===== src/rtl/instr_fetch_unit.sv =====
// Instruction fetch unit: a two-state FETCH/ISSUE sequencer that reads one
// instruction word from memory, holds it for decode until retired, then
// computes the next PC (sequential, taken branch, or J-type jump).
module instr_fetch_unit #(
  parameter logic [31:0] RESET_PC = 32'h0000_0000
) (
  input  logic        clk,
  input  logic        rst_n,
  output logic        imem_req,
  output logic [31:0] imem_addr,
  input  logic        imem_ack,
  input  logic [31:0] imem_rdata,
  output logic        instr_valid,
  input  logic        instr_ready,
  output logic [31:0] instr,
  output logic [5:0]  op_code,
  output logic [31:0] pc_plus4,
  input  logic        Branch,
  input  logic        Jump,
  input  logic        br_cond
);

  typedef enum logic {
    FETCH = 1'b0,
    ISSUE = 1'b1
  } state_t;

  // The PC is kept word-aligned even if RESET_PC is given unaligned.
  localparam logic [31:0] RESET_PC_ALIGNED = {RESET_PC[31:2], 2'b00};

  state_t      state_q, state_d;
  logic [31:0] pc_q, pc_d;
  logic [31:0] instr_q, instr_d;
  // run_q holds the request off during the first cycle after reset release,
  // so imem_req first rises on the first clock edge once rst_n is high.
  logic        run_q, run_d;

  logic [31:0] pc_plus4_w;
  logic [31:0] br_offset;
  logic [31:0] next_pc;

  assign pc_plus4_w = pc_q + 32'd4;
  assign br_offset  = {{14{instr_q[15]}}, instr_q[15:0], 2'b00};

  // Next-PC selection used at retire: jump beats branch, branch only if taken.
  always_comb begin
    next_pc = pc_plus4_w;
    if (Jump) begin
      next_pc = {pc_plus4_w[31:28], instr_q[25:0], 2'b00};
    end else if (Branch && br_cond) begin
      next_pc = pc_plus4_w + br_offset;
    end
  end

  // Next-state and output logic for the FETCH/ISSUE sequencer.
  always_comb begin
    state_d     = state_q;
    pc_d        = pc_q;
    instr_d     = instr_q;
    run_d       = 1'b1;
    imem_req    = 1'b0;
    instr_valid = 1'b0;
    unique case (state_q)
      FETCH: begin
        imem_req = run_q;
        // An ack is only meaningful while a request is actually outstanding.
        if (run_q && imem_ack) begin
          instr_d = imem_rdata;
          state_d = ISSUE;
        end
      end
      ISSUE: begin
        instr_valid = 1'b1;
        // Branch/Jump/br_cond are only looked at here, on the retire cycle.
        if (instr_ready) begin
          pc_d    = next_pc;
          state_d = FETCH;
        end
      end
    endcase
  end

  // State registers with asynchronous active-low reset.
  always_ff @(posedge clk or negedge rst_n) begin
    if (!rst_n) begin
      state_q <= FETCH;
      pc_q    <= RESET_PC_ALIGNED;
      instr_q <= 32'h0000_0000;
      run_q   <= 1'b0;
    end else begin
      state_q <= state_d;
      pc_q    <= pc_d;
      instr_q <= instr_d;
      run_q   <= run_d;
    end
  end

  assign imem_addr = pc_q;
  assign instr     = instr_q;
  assign op_code   = instr_q[31:26];
  assign pc_plus4  = pc_plus4_w;

endmodule


===== config.mk =====
export PLATFORM = sky130hd
export DESIGN_NAME = instr_fetch_unit
export DESIGN_NICKNAME = d
export VERILOG_FILES = /design/src/rtl/instr_fetch_unit.sv
export SDC_FILE = /design/constraint.sdc
export NUM_CORES = 1
export LEC_CHECK = 0
export ABC_AREA = 1
export BUFFER_PORTS_ARGS = -buffer_cell sky130_fd_sc_hd__buf_2
export CAP_MARGIN = 0
export CORE_ASPECT_RATIO = 0.5
export CORE_MARGIN = 2
export CORE_UTILIZATION = 40
export DETAILED_ROUTE_END_ITERATION = 10
export HOLD_SLACK_MARGIN = 0.1
export PLACE_DENSITY = 0.69
export SLEW_MARGIN = 20
export SYNTH_ARGS = -nofsm -noshare
export SYNTH_HDL_FRONTEND = slang
export SYNTH_SLANG_ARGS = --single-unit

===== constraint.sdc =====
create_clock -name clk -period 5.5 [get_ports clk]
set_input_delay 1.1 -clock clk [delete_from_list [all_inputs] [get_ports clk]]
set_output_delay 1.1 -clock clk [all_outputs]
set_load 0.1 [all_outputs]

Word-level counts from Yosys, hierarchy flattened. Index checks and enable logic that the tools add are counted.

Bits in registers: 66. Input bits: 39. Output and inout port bits: 104. Logic and storage cells: 18.

Multiplexer cells: 7. Bitwise operators: 1. Reduce and logical (&&, ||, !) cells: 4. $add $sub $neg: 2.

Operators with widths (number): 32-bit two-way mux (2); 32-bit by 3-bit adder with 32-bit output (second input constant) (1); 32-bit adder (1); 1-bit two-way mux (4); 2-bit AND reduction (2); 1-bit logical AND (2); 1-bit case mux with 2 select lines (1); 1-bit NOT (1).

Logic depth before layout (Yosys ltp). Gate-level depths: netlist (run 1).

Word-level depth: 4. Mapped depth: 24.

Least setup slack after synthesis (run 1). Ideal clock, no wire load.

Path kind: flip-flop to flip-flop. Start point: reg pc_q[2], in the netlist imem_addr[2]. End point: reg pc_q[13], in the netlist imem_addr[13]. Data arrival time: 4.867 ns. Stages on the path, launching flop included: 17. Path slack: 0.504 ns. Buffers on the path: 0. Clock period less this slack: 4.996 ns. Required time: 5.371 ns. Cells stage by stage: dfrtp_1 -> ha_1 -> nand3_2 -> nor2_2 -> nand2_1 -> nor2_1 -> xor2_1 -> ha_1 -> nand2_1 -> inv_1 -> a21oi_1 -> nand3_1 -> or2_2 -> nand3_1 -> nand3_1 -> nand2_1 -> o21ai_1.

Word-level cells in the longest chain between the ends: 4.

RTL lines: from (decl) (RTL line 32) `logic [31:0] pc_q, pc_d;`; from (signal assigned) (RTL line 92) `pc_q <= pc_d;`; 32-bit by 3-bit adder with 32-bit output (RTL line 42) `assign pc_plus4_w = pc_q + 32'd4;`; net pc_plus4[12] (RTL line 17) `output logic [31:0] pc_plus4,`; 32-bit adder (RTL line 51) `next_pc = pc_plus4_w + br_offset;`; 32-bit two-way mux (RTL line 50) `end else if (Branch && br_cond) begin`; 32-bit two-way mux (RTL line 48) `if (Jump) begin`.

The timed path passes the listed nets, and every way through them passes these cells. A chain may end at the register's enable or synchronous reset.

Worst setup path after layout (run 1).
Start point: reg pc_q[3], in the netlist imem_addr[3]. End point: out pc_plus4[16].

Word-level cells in the longest chain between the ends: 1.

RTL lines (RTL line): 32-bit by 3-bit adder with 32-bit output (42); to (decl) (17).

No other way between the ends.

==> impl_results.md, run 1 <==
* Outcome: finished clean
* 1st-pass router iterations at 5
* Register bit count reported by yosys at 64
* Max-Slew Margin vs Limit at about two fifths
* Non-filler cells, final at 1,333
* Crit path largest cell delay at 0.52 ns
* Area Growth Syn to Fin at 19.3%
* Mapped Cells at 996
* DRT Wirelength at approximately 24 mm
* Register area share after synthesis at 25.9%
* Yosys warns at 0
* Total CTS buffers at 9
* Worst reg2reg path startpoint: imem_addr[2]
* GR Overflow Total at 0
* CTS H-tree depth at 3
* Setup-failing EPs final at 0
* Layout cell share with drive strength beyond 1 at approximately 18%
* CP Max Fanout at 5
* Antenna Cells at 0
* Pin slew with the least headroom to its limit at roughly 0.9 ns
* Cell chain of the critical path: ha_1 -> nand3_2 -> nor2_2 -> nand2_1 -> nor2_1 -> xor2_1 -> buf_2
* Die Span X at 180 um
* DRC viols at 0
* Final HPWL DP at ~19 mm
* Cell Rows at 32
* Flop2flop setup slack at 1.96 ns
* Layout Skew at around 0.0083 ns
* Worst Setup End Kind: output port
* Routed Antenna Nets at 0
* Wirelength per Cell at 17.7 um
* Required time of the critical path at 4.40 ns
* Startpoint Class: register
* Total GRT Usage at a little under 30%
* Clock buffer depth at 2
* DR vias at 6,864
* Starting DRT DRC Count at slightly above 600
* Post-CTS Resized at 0
* Final Hold Viols at 0
* Final hold slack at around 0.53 ns
* Clk root buf: clkbuf_16
* Critical path arrival at 2.57 ns
* Placed Instances at 1,317
* Clock Sinks at 64
* Starting Density at 40.5%
* RSZ-0062 raised after global routing: false
* Worst hold-check path type: reg -> reg
* Vias in the first global route at 6,324
* Post-CTS Hold Fix Bufs at 0
* Nets at 1,200
* Minimum clock period at 3.67 ns
* Clock transition at the registers of the reported paths at 0.05 ns
* TritonCTS clock tree: built
* Largest net degree at the start of global routing at between 60 and 70
* Worst-skew pair later-pin latency at 0.34 ns
* Drt via density at 5.15
* Final period utilization at 66.7%
* Gpl congestion at between 0.9 and 1
* Post-Syn Area at 6180 um2
* Core area at between 15,000 and 20,000 um2
* Worst r2r dst: imem_addr[20]
* Post-CTS Setup Bufs at 0
* Initial antenna violation count at 0
* Slowest CP cell: buf_2
* Crit path kind: reg -> out
* PortBufs at 138
* DIE HEIGHT at between 90 and 100 um
* First-pass GRT wire length at 36.5 mm
* I/O pin count at 143
* Full die area at approximately 17,000 um2
* CP Capture Point: pc_plus4[16]
* Max-slew violation count at 0
* Syn avg cell area at slightly above 6 um2
* Top achievable clock speed at 272 MHz
* Worst-case reg-to-reg path depth at 16
* Setup_tns at 0 ns
* Max_cap viols at 0
* Worst Setup SP: imem_addr[3]
* Post-synth cell types at 37
[per-layer routing]
metal | track usage [%] | part of all wire, % | wire length [um] | vias up
met1 | 44.4 | 49 | 11500 | 3131
met3 | 7.11 | 11 | 2560 | 35
met5 | 0 | 0 | 0 | -
met4 | 5.89 | 1.5 | 349 | 0
li1 | - | - | - | 3371
met2 | 39.9 | 39 | 9190 | 327
[flip-flops by register name (all words and copies together) (netlist names)]
name       count
instr         32
imem_addr     30
run_q          1
state_q        1
[critical path, delay by kind of cell, from the launching register on]
kind                       cells  cell delay, ns
adders and majority gates      1            0.31
xor gates and xnor gates       1            0.34
DFF                            1            0.44
buffers and inverters          1            0.52
and+or+nand+nor                4            0.62
[placed cells by master, fill, tap and decap left out, types with 2 or more instances in the layout]
cell / instances
clkbuf_16: 9
conb_1: 5
xnor2_2: 2
inv_1: 149
bufinv_16: 3
o211ai_1: 2
buf_4: 4
nor2_2: 3
o21bai_1: 4
o21ai_1: 5
mux2_2: 26
nor3_1: 11
o21ai_0: 19
clkinv_1: 2
nor2_1: 97
dfrtp_1: 64
nand3b_1: 2
nand3_1: 84
buf_2: 138
nor2_4: 2
ha_1: 36
nand4_1: 11
a21oi_1: 59
a21o_1: 4
nand2_1: 344
nand2_2: 4
xor2_1: 19
nor3b_1: 2
or2_2: 5
[how the worst min path moves through the flow]
stage,startpoint,slack (ns),depth (start not counted),endpoint
6_report,instr[25],0.53,2,instr[25]
3_3_place_gp,instr[28],0.50,1,instr[28]
3_5_place_dp,instr[31],0.51,1,instr[31]
5_1_grt,instr[20],0.57,1,instr[20]
2_1_floorplan,rst_n,0.80,0,imem_addr[10]
4_1_cts,instr[30],0.53,1,instr[30]
[cell type report]
cell class,count,area [um2]
inverters,152,571
flip-flops and latches,64,1600
clock inverters,6,115
multi-input cells,755,3870
fillers,1584,7880
repair buffers,142,721
clock buffers,10,239
well taps,204,255
[per-stage QoR]
step	utilization, %	setup WS (ns)	instance area [um2]
4_1_cts	48.3	1.77	7370
3_5_place_dp	46.0	2.01	7020
5_1_grt	48.3	1.68	7370
2_1_floorplan	-	0.504	6190
3_3_place_gp	46.0	2.03	7020
6_report	48.3	1.83	7370
[cells in the mapped netlist (all sizes together)]
cell | instances | share of area, %
xnor2 | 2 | 0.53
or2 | 5 | 0.51
mux2i | 1 | 0.16
o22ai | 1 | 0.10
and2 | 2 | 0.24
nor3b | 2 | 0.24
o211ai | 2 | 0.24
nor2 | 102 | 6.6
a22oi | 1 | 0.12
o221ai | 1 | 0.14
nand3b | 2 | 0.24
o21ai | 24 | 1.9
dfrtp | 64 | 26
conb | 2 | 0.12
nor3 | 12 | 1.2
nand3 | 85 | 7.0
a21oi | 59 | 4.8
nand4 | 11 | 1.1
fa | 1 | 0.32
o21bai | 4 | 0.49
xor2 | 19 | 2.7
mux2 | 26 | 4.7
clkbuf | 14 | 0.85
nand2 | 348 | 21
inv | 150 | 9.1
clkinv | 2 | 0.12
buf | 14 | 1.5
ha | 36 | 7.3
a21o | 4 | 0.49
[cells by family (layout without fill, tap and decap cells)]
family / Yosys count / in the layout / synth area share [%]
compound gates: 96 / 96 / 8.30
mux: 27 / 27 / 4.90
flops: 64 / 64 / 25.9
buf+inv: 180 / 310 / 11.6
other cells: 2 / 5 / 0.122
fa+ha+maj: 37 / 37 / 7.61
simple gates: 569 / 569 / 38.3
xor+xnor: 21 / 21 / 3.22
Power of run 1 is not shown: default switching activity piles up to over one toggle a cycle in this logic, so the estimate is an artifact.
==> run 2, diff against run 1 <==
- clock period: 5.5 -> 3.75 ns (I/O delays scaled with it)
==> impl_results.md, run 2 (synthesis gave the netlist of run 1 again) <==
* Outcome: finished clean (unchanged)
* Cell chain of the critical path: ha_1 -> nand3_2 -> inv_1 -> nand2_1 -> nor2_4 -> nand3_1 -> and2_2 -> ha_1 -> nand2_1 -> nor2_1 -> nand2_1 -> nor2_1 -> nand2_1 -> nand3_1 -> nand2_1 -> nand3_1 -> nand2_1 -> nand2_1 -> nand2_1 (was ha_1 -> nand3_2 -> nor2_2 -> nand2_1 -> nor2_1 -> xor2_1 -> buf_2)
* Non-filler cells, final at 1,337 (was 1,333)
* Vias in the first global route at 6,631 (was 6,324)
* Gpl congestion at 0.975 (about the same)
* Setup_tns at 0 ns (unchanged)
* Routed Antenna Nets at 0 (unchanged)
* Critical path arrival at 3.71 ns (was 2.57 ns)
* Largest register FFs at 32 (unchanged)
* Cell Rows at 32 (unchanged)
* CTS H-tree depth at 3 (unchanged)
* Delay-heaviest family, CP: simple AND/OR/NAND/NOR gates (unchanged)
* DRC viols at 0 (unchanged)
* Largest net degree at the start of global routing at 43 (was 65)
* Placed Instances at 1,321 (was 1,317)
* Final period utilization at 93.0%
* Worst Setup End Kind: register (was output port)
* First-pass GRT wire length at 36.4 mm (was 36.5 mm)
* Die Span X at 180 um (unchanged)
* Antenna Cells at 0 (unchanged)
* DRT Wirelength at 23.4 mm (was 23.6 mm)
* Layout Skew at 0.00472 ns (was 0.00832 ns)
* Minimum clock period at between 3 and 4 ns
* GR Overflow Total at 0 (unchanged)
* Final Hold Viols at 0 (unchanged)
* Layout cell share with drive strength beyond 1 at 22.9% (was 18.1%)
* Crit path largest cell delay at 0.45 ns (was 0.52 ns)
* Top achievable clock speed at around 290 MHz
* Cell mode on critical path: nand2_1
* Full die area at 16,500 um2 (unchanged)
* Final core occ at 50.7% (was 48.3%)
* Initial antenna violation count at 0 (unchanged)
* Area Growth Syn to Fin at 25.2% (was 19.3%)
* Most common cell after layout, fill and taps aside: nand2_1 (unchanged)
* Drt via density at 5.28 (was 5.15)
* Post-CTS Hold Fix Bufs at 0 (unchanged)
* Post-CTS Resized at 0 (unchanged)
* Max_cap viols at 0 (unchanged)
* Nets at 1,204 (was 1,200)
* I/O pin count at 143 (unchanged)
* Wirelength per Cell at 17.5 um (was 17.7 um)
* Final HPWL DP at 18.8 mm (was 18.9 mm)
* Worst hold-check path type: in -> async (was reg -> reg)
* Clk root buf: clkbuf_16 (unchanged)
* PortBufs at 138 (unchanged)
* DR vias at 7,058 (was 6,864)
* Worst-skew pair later-pin latency at 0.33 ns (was 0.34 ns)
* Crit path kind: reg -> reg (was reg -> out)
* Post-CTS Setup Bufs at 0 (unchanged)
* CP Max Fanout at 6 (was 5)
* Max-slew violation count at 0 (unchanged)
* Total GRT Usage at 28.4% (was 28.9%)
* Startpoint Class: register (unchanged)
* Most frequent cells in the layout: nand2_1, inv_1, buf_2 (unchanged)
* TritonCTS clock tree: built (unchanged)
* Starting Density at 40.5% (unchanged)
* Total CTS buffers at 9 (unchanged)
* Core area at 15,300 um2 (unchanged)
* Slowest CP cell: dfrtp_4 (was buf_2)
* Required time of the critical path at 3.97 ns (was 4.40 ns)
* Clock Sinks at 64 (unchanged)
* Starting DRT DRC Count at 636 (was 621)
* DIE HEIGHT at 91.9 um (unchanged)
* Pin slew with the least headroom to its limit at 1.01 ns (was 0.904 ns)
* Clock buffer depth at 2 (unchanged)
* 1st-pass router iterations at 5 (unchanged)
* Max-Slew Margin vs Limit at 33.0% (was 39.6%)
* Setup-failing EPs final at 0 (unchanged)
* Worst Path Buf+Inv at 1 (unchanged)
* Clock transition at the registers of the reported paths at 0.06 ns (was 0.05 ns)
* RSZ-0062 raised after global routing: false (unchanged)
==> run 2: cell count changes in the layout (fill, tap and decap cells not counted), sizes merged <==
cell      before  now
inv          151  146
buf          142  146
clkinvlp       1    5
clkinv         3    5
bufinv         3    2
==> run 2: stage by stage <==
step                setup WS [ns]  instance area [um2]  hold WS [ns]
finish                      0.263                 7740         0.519
global route               0.0107                 7740         0.559
CTS                         0.271                 7730         0.531
detailed placement          0.274                 7400         0.512
global placement            0.309                 7400         0.504
floorplan                 -0.0331                 6530         0.454
==> run 2: routing by layer <==
layer,vias up,part of all wire (%),global-route usage (%)
met5,-,0,0
met4,0,1.5,5.42
met3,35,12,7.15
met2,355,40,41.0
met1,3291,47,42.6
li1,3377,-,-
==> run 2: final timing paths <==
| path | slack, ns | start | cells after the start | end |
|---|---|---|---|---|
| hold / removal | 0.52 | rst_n | 1 | instr[2] |
| setup / recovery | 0.26 | imem_addr[2] | 19 | imem_addr[27] |
| hold reg to reg | 0.53 | instr[29] | 1 | instr[29] |
| min in group clk | 0.53 | instr[29] | 1 | instr[29] |
| max in group asynchronous | 2.54 | rst_n | 2 | imem_addr[18] |
| setup reg to reg | 0.26 | imem_addr[2] | 19 | imem_addr[27] |
==> run 2: cell type report <==
cell class | instances | area [um2]
repair buffers | 146 | 763
multi-input cells | 755 | 4190
well taps | 204 | 255
fillers | 1528 | 7520
flip-flops and latches | 64 | 1620
inverters | 152 | 586
clock inverters | 6 | 93.8
clock buffers | 10 | 229
Power of run 2 is left out for the same reason.
==> run 3, diff against run 2 <==
==> constraint.sdc (replaced) <==
create_clock -name clk -period 3.75 [get_ports clk]
set_input_delay 0.5625 -clock clk [delete_from_list [all_inputs] [get_ports clk]]
set_output_delay 0.5625 -clock clk [all_outputs]
set_load 0.1 [all_outputs]
==> impl_results.md, run 3 (synthesis gave the netlist of run 1 again) <==
* Outcome: finished clean (unchanged)
* Crit path kind: reg -> reg (unchanged)
* Worst r2r dst: imem_addr[27] (unchanged)
* Antenna Cells at 0 (unchanged)
* Largest register FFs at 32 (unchanged)
* Final Hold Viols at 0 (unchanged)
* Critical path arrival at 3.69 ns (was 3.71 ns)
* Layout Skew at 0.0102 ns (was 0.00472 ns)
* Most frequent cells in the layout: nand2_1, inv_1, buf_2 (unchanged)
* Starting Density at 40.5% (unchanged)
* PortBufs at 138 (unchanged)
* Clk root buf: clkbuf_16 (unchanged)
* Wirelength per Cell at 17.8 um (was 17.5 um)
* Area Growth Syn to Fin at 24.5% (was 25.2%)
* Gpl congestion at 0.942 (was 0.975)
* DR vias at 6,937 (was 7,058)
* Flop2flop setup slack at 0.28 ns (was 0.26 ns)
* DIE HEIGHT at 91.9 um (unchanged)
* Clock transition at the registers of the reported paths at 0.06 ns (about the same)
* 1st-pass router iterations at 5 (unchanged)
* DRC viols at 0 (unchanged)
* Pin slew with the least headroom to its limit at 0.934 ns (was 1.01 ns)
* Required time of the critical path at 3.97 ns (about the same)
* Area of the multi-input gates at 4200 um2 (was 4190 um2)
* Starting DRT DRC Count at 724 (was 636)
* Most common cell after layout, fill and taps aside: nand2_1 (unchanged)
* Final HPWL DP at 19.3 mm (was 18.8 mm)
* CP Max Fanout at 6 (unchanged)
* Core area at 15,300 um2 (unchanged)
* Max-slew violation count at 0 (unchanged)
* Total GRT Usage at 29.1% (was 28.4%)
* Minimum clock period at 3.47 ns (was 3.49 ns)
* Filler Cell Count at 1,569 (was 1,528)
* Full die area at 16,500 um2 (unchanged)
* Max-Slew Margin vs Limit at 37.7% (was 33.0%)
* Final period utilization at 92.6% (was 93.0%)
* Initial antenna violation count at 0 (unchanged)
* Total CTS buffers at 9 (unchanged)
* Layout cell share with drive strength beyond 1 at 23.1% (was 22.9%)
* Worst reg2reg path startpoint: imem_addr[2] (unchanged)
* Nets at 1,203 (was 1,204)
* Post-CTS Hold Fix Bufs at 0 (unchanged)
* Worst-skew pair later-pin latency at 0.33 ns (about the same)
* DRT Wirelength at 23.8 mm (was 23.4 mm)
* GR Overflow Total at 0 (unchanged)
* Worst-case reg-to-reg path depth at 19 (unchanged)
* Reg area at 1620 um2 (unchanged)
* Largest net degree at the start of global routing at 44 (was 43)
* Pre-CTS setup slack at 0.190 ns (was 0.274 ns)
* TritonCTS clock tree: built (unchanged)
* Clock Sinks at 64 (unchanged)
* I/O pin count at 143 (unchanged)
* CTS H-tree depth at 3 (unchanged)
* Clock buffer depth at 2 (unchanged)
* Routed Antenna Nets at 0 (unchanged)
* Worst hold-check path type: in -> async (unchanged)
* Cell Rows at 32 (unchanged)
* Worst Setup End Kind: register (unchanged)
* Die Span X at 180 um (unchanged)
* Vias in the first global route at 6,433 (was 6,631)
* Top achievable clock speed at 288 MHz (was 287 MHz)
* Drt via density at 5.19 (was 5.28)
* Final worst slack at 0.277 ns (was 0.263 ns)
* Startpoint Class: register (unchanged)
* First-pass GRT wire length at 36.8 mm (was 36.4 mm)
* Max_cap viols at 0 (unchanged)
* Setup-failing EPs final at 0 (unchanged)
[run 3: worst max-delay path by stage]
stage,from,end,slack (ns),depth (start not counted)
global placement,imem_addr[2],imem_addr[30],0.27,15
floorplan,imem_addr[2],imem_addr[31],-0.03,18
CTS,imem_addr[2],imem_addr[30],0.17,18
finish,imem_addr[2],imem_addr[27],0.28,19
detailed placement,imem_addr[2],imem_addr[30],0.19,18
global route,imem_addr[2],imem_addr[30],-0.02,18
[run 3: final cells by class]
class | instances | share of cell area (%)
clock buffer | 10 | 2.98
clock inverter | 6 | 0.797
inverter | 152 | 7.61
multi-input combinational | 755 | 54.5
sequential | 64 | 21.1
tap | 204 | 3.32
timing repair buffer | 145 | 9.66
[run 3: metrics by stage]
stage / cells / util (%) / hold WS [ns] / setup TNS (ns) / area [um2]
after global placement: 1320 / 48.4 / 0.503 / 0 / 7380
after floorplan: 999 / - / 0.267 / -0.116 / 6530
after CTS: 1336 / 50.3 / 0.196 / 0 / 7670
final: 1336 / 50.4 / 0.179 / 0 / 7690
after detailed placement: 1320 / 48.4 / 0.515 / 0 / 7380
after global routing: 1336 / 50.4 / 0.220 / -0.0222 / 7690
[run 3: routing by layer]
layer	vias up	global-route usage (%)	wire length [um]
li1	3376	-	-
met1	3230	44.2	11600
met2	298	39.9	9160
met3	33	8.42	2660
met4	0	6.30	389
met5	-	0	0
[run 3: what timing repair did]
| item | 4_1_cts | 5_1_grt |
|---|---|---|
| setup buffers | 0 | 0 |
| endpoints found under the setup margin | 0 | 6 |
| hold endpoints to repair | 0 | 0 |
| gates resized for setup | 0 | 5 |
[run 3: worst max-delay path: stages, from the launching register on]
cell and delay, ns:
dfrtp_4 0.46, ha_2 0.28, nand3_2 0.15, inv_1 0.13
nand2_1 0.16, nor2_2 0.29, nand3_1 0.13, and2_2 0.26
ha_1 0.37, nand2_1 0.12, nor2_1 0.23, nand2_1 0.13
nor2_1 0.11, nand2_1 0.08, nand3_1 0.08, nand2_1 0.05
nand3_1 0.11, nand2_1 0.09, nand2_1 0.06, nand2_1 0.04
Power of run 3 is left out for the same reason.
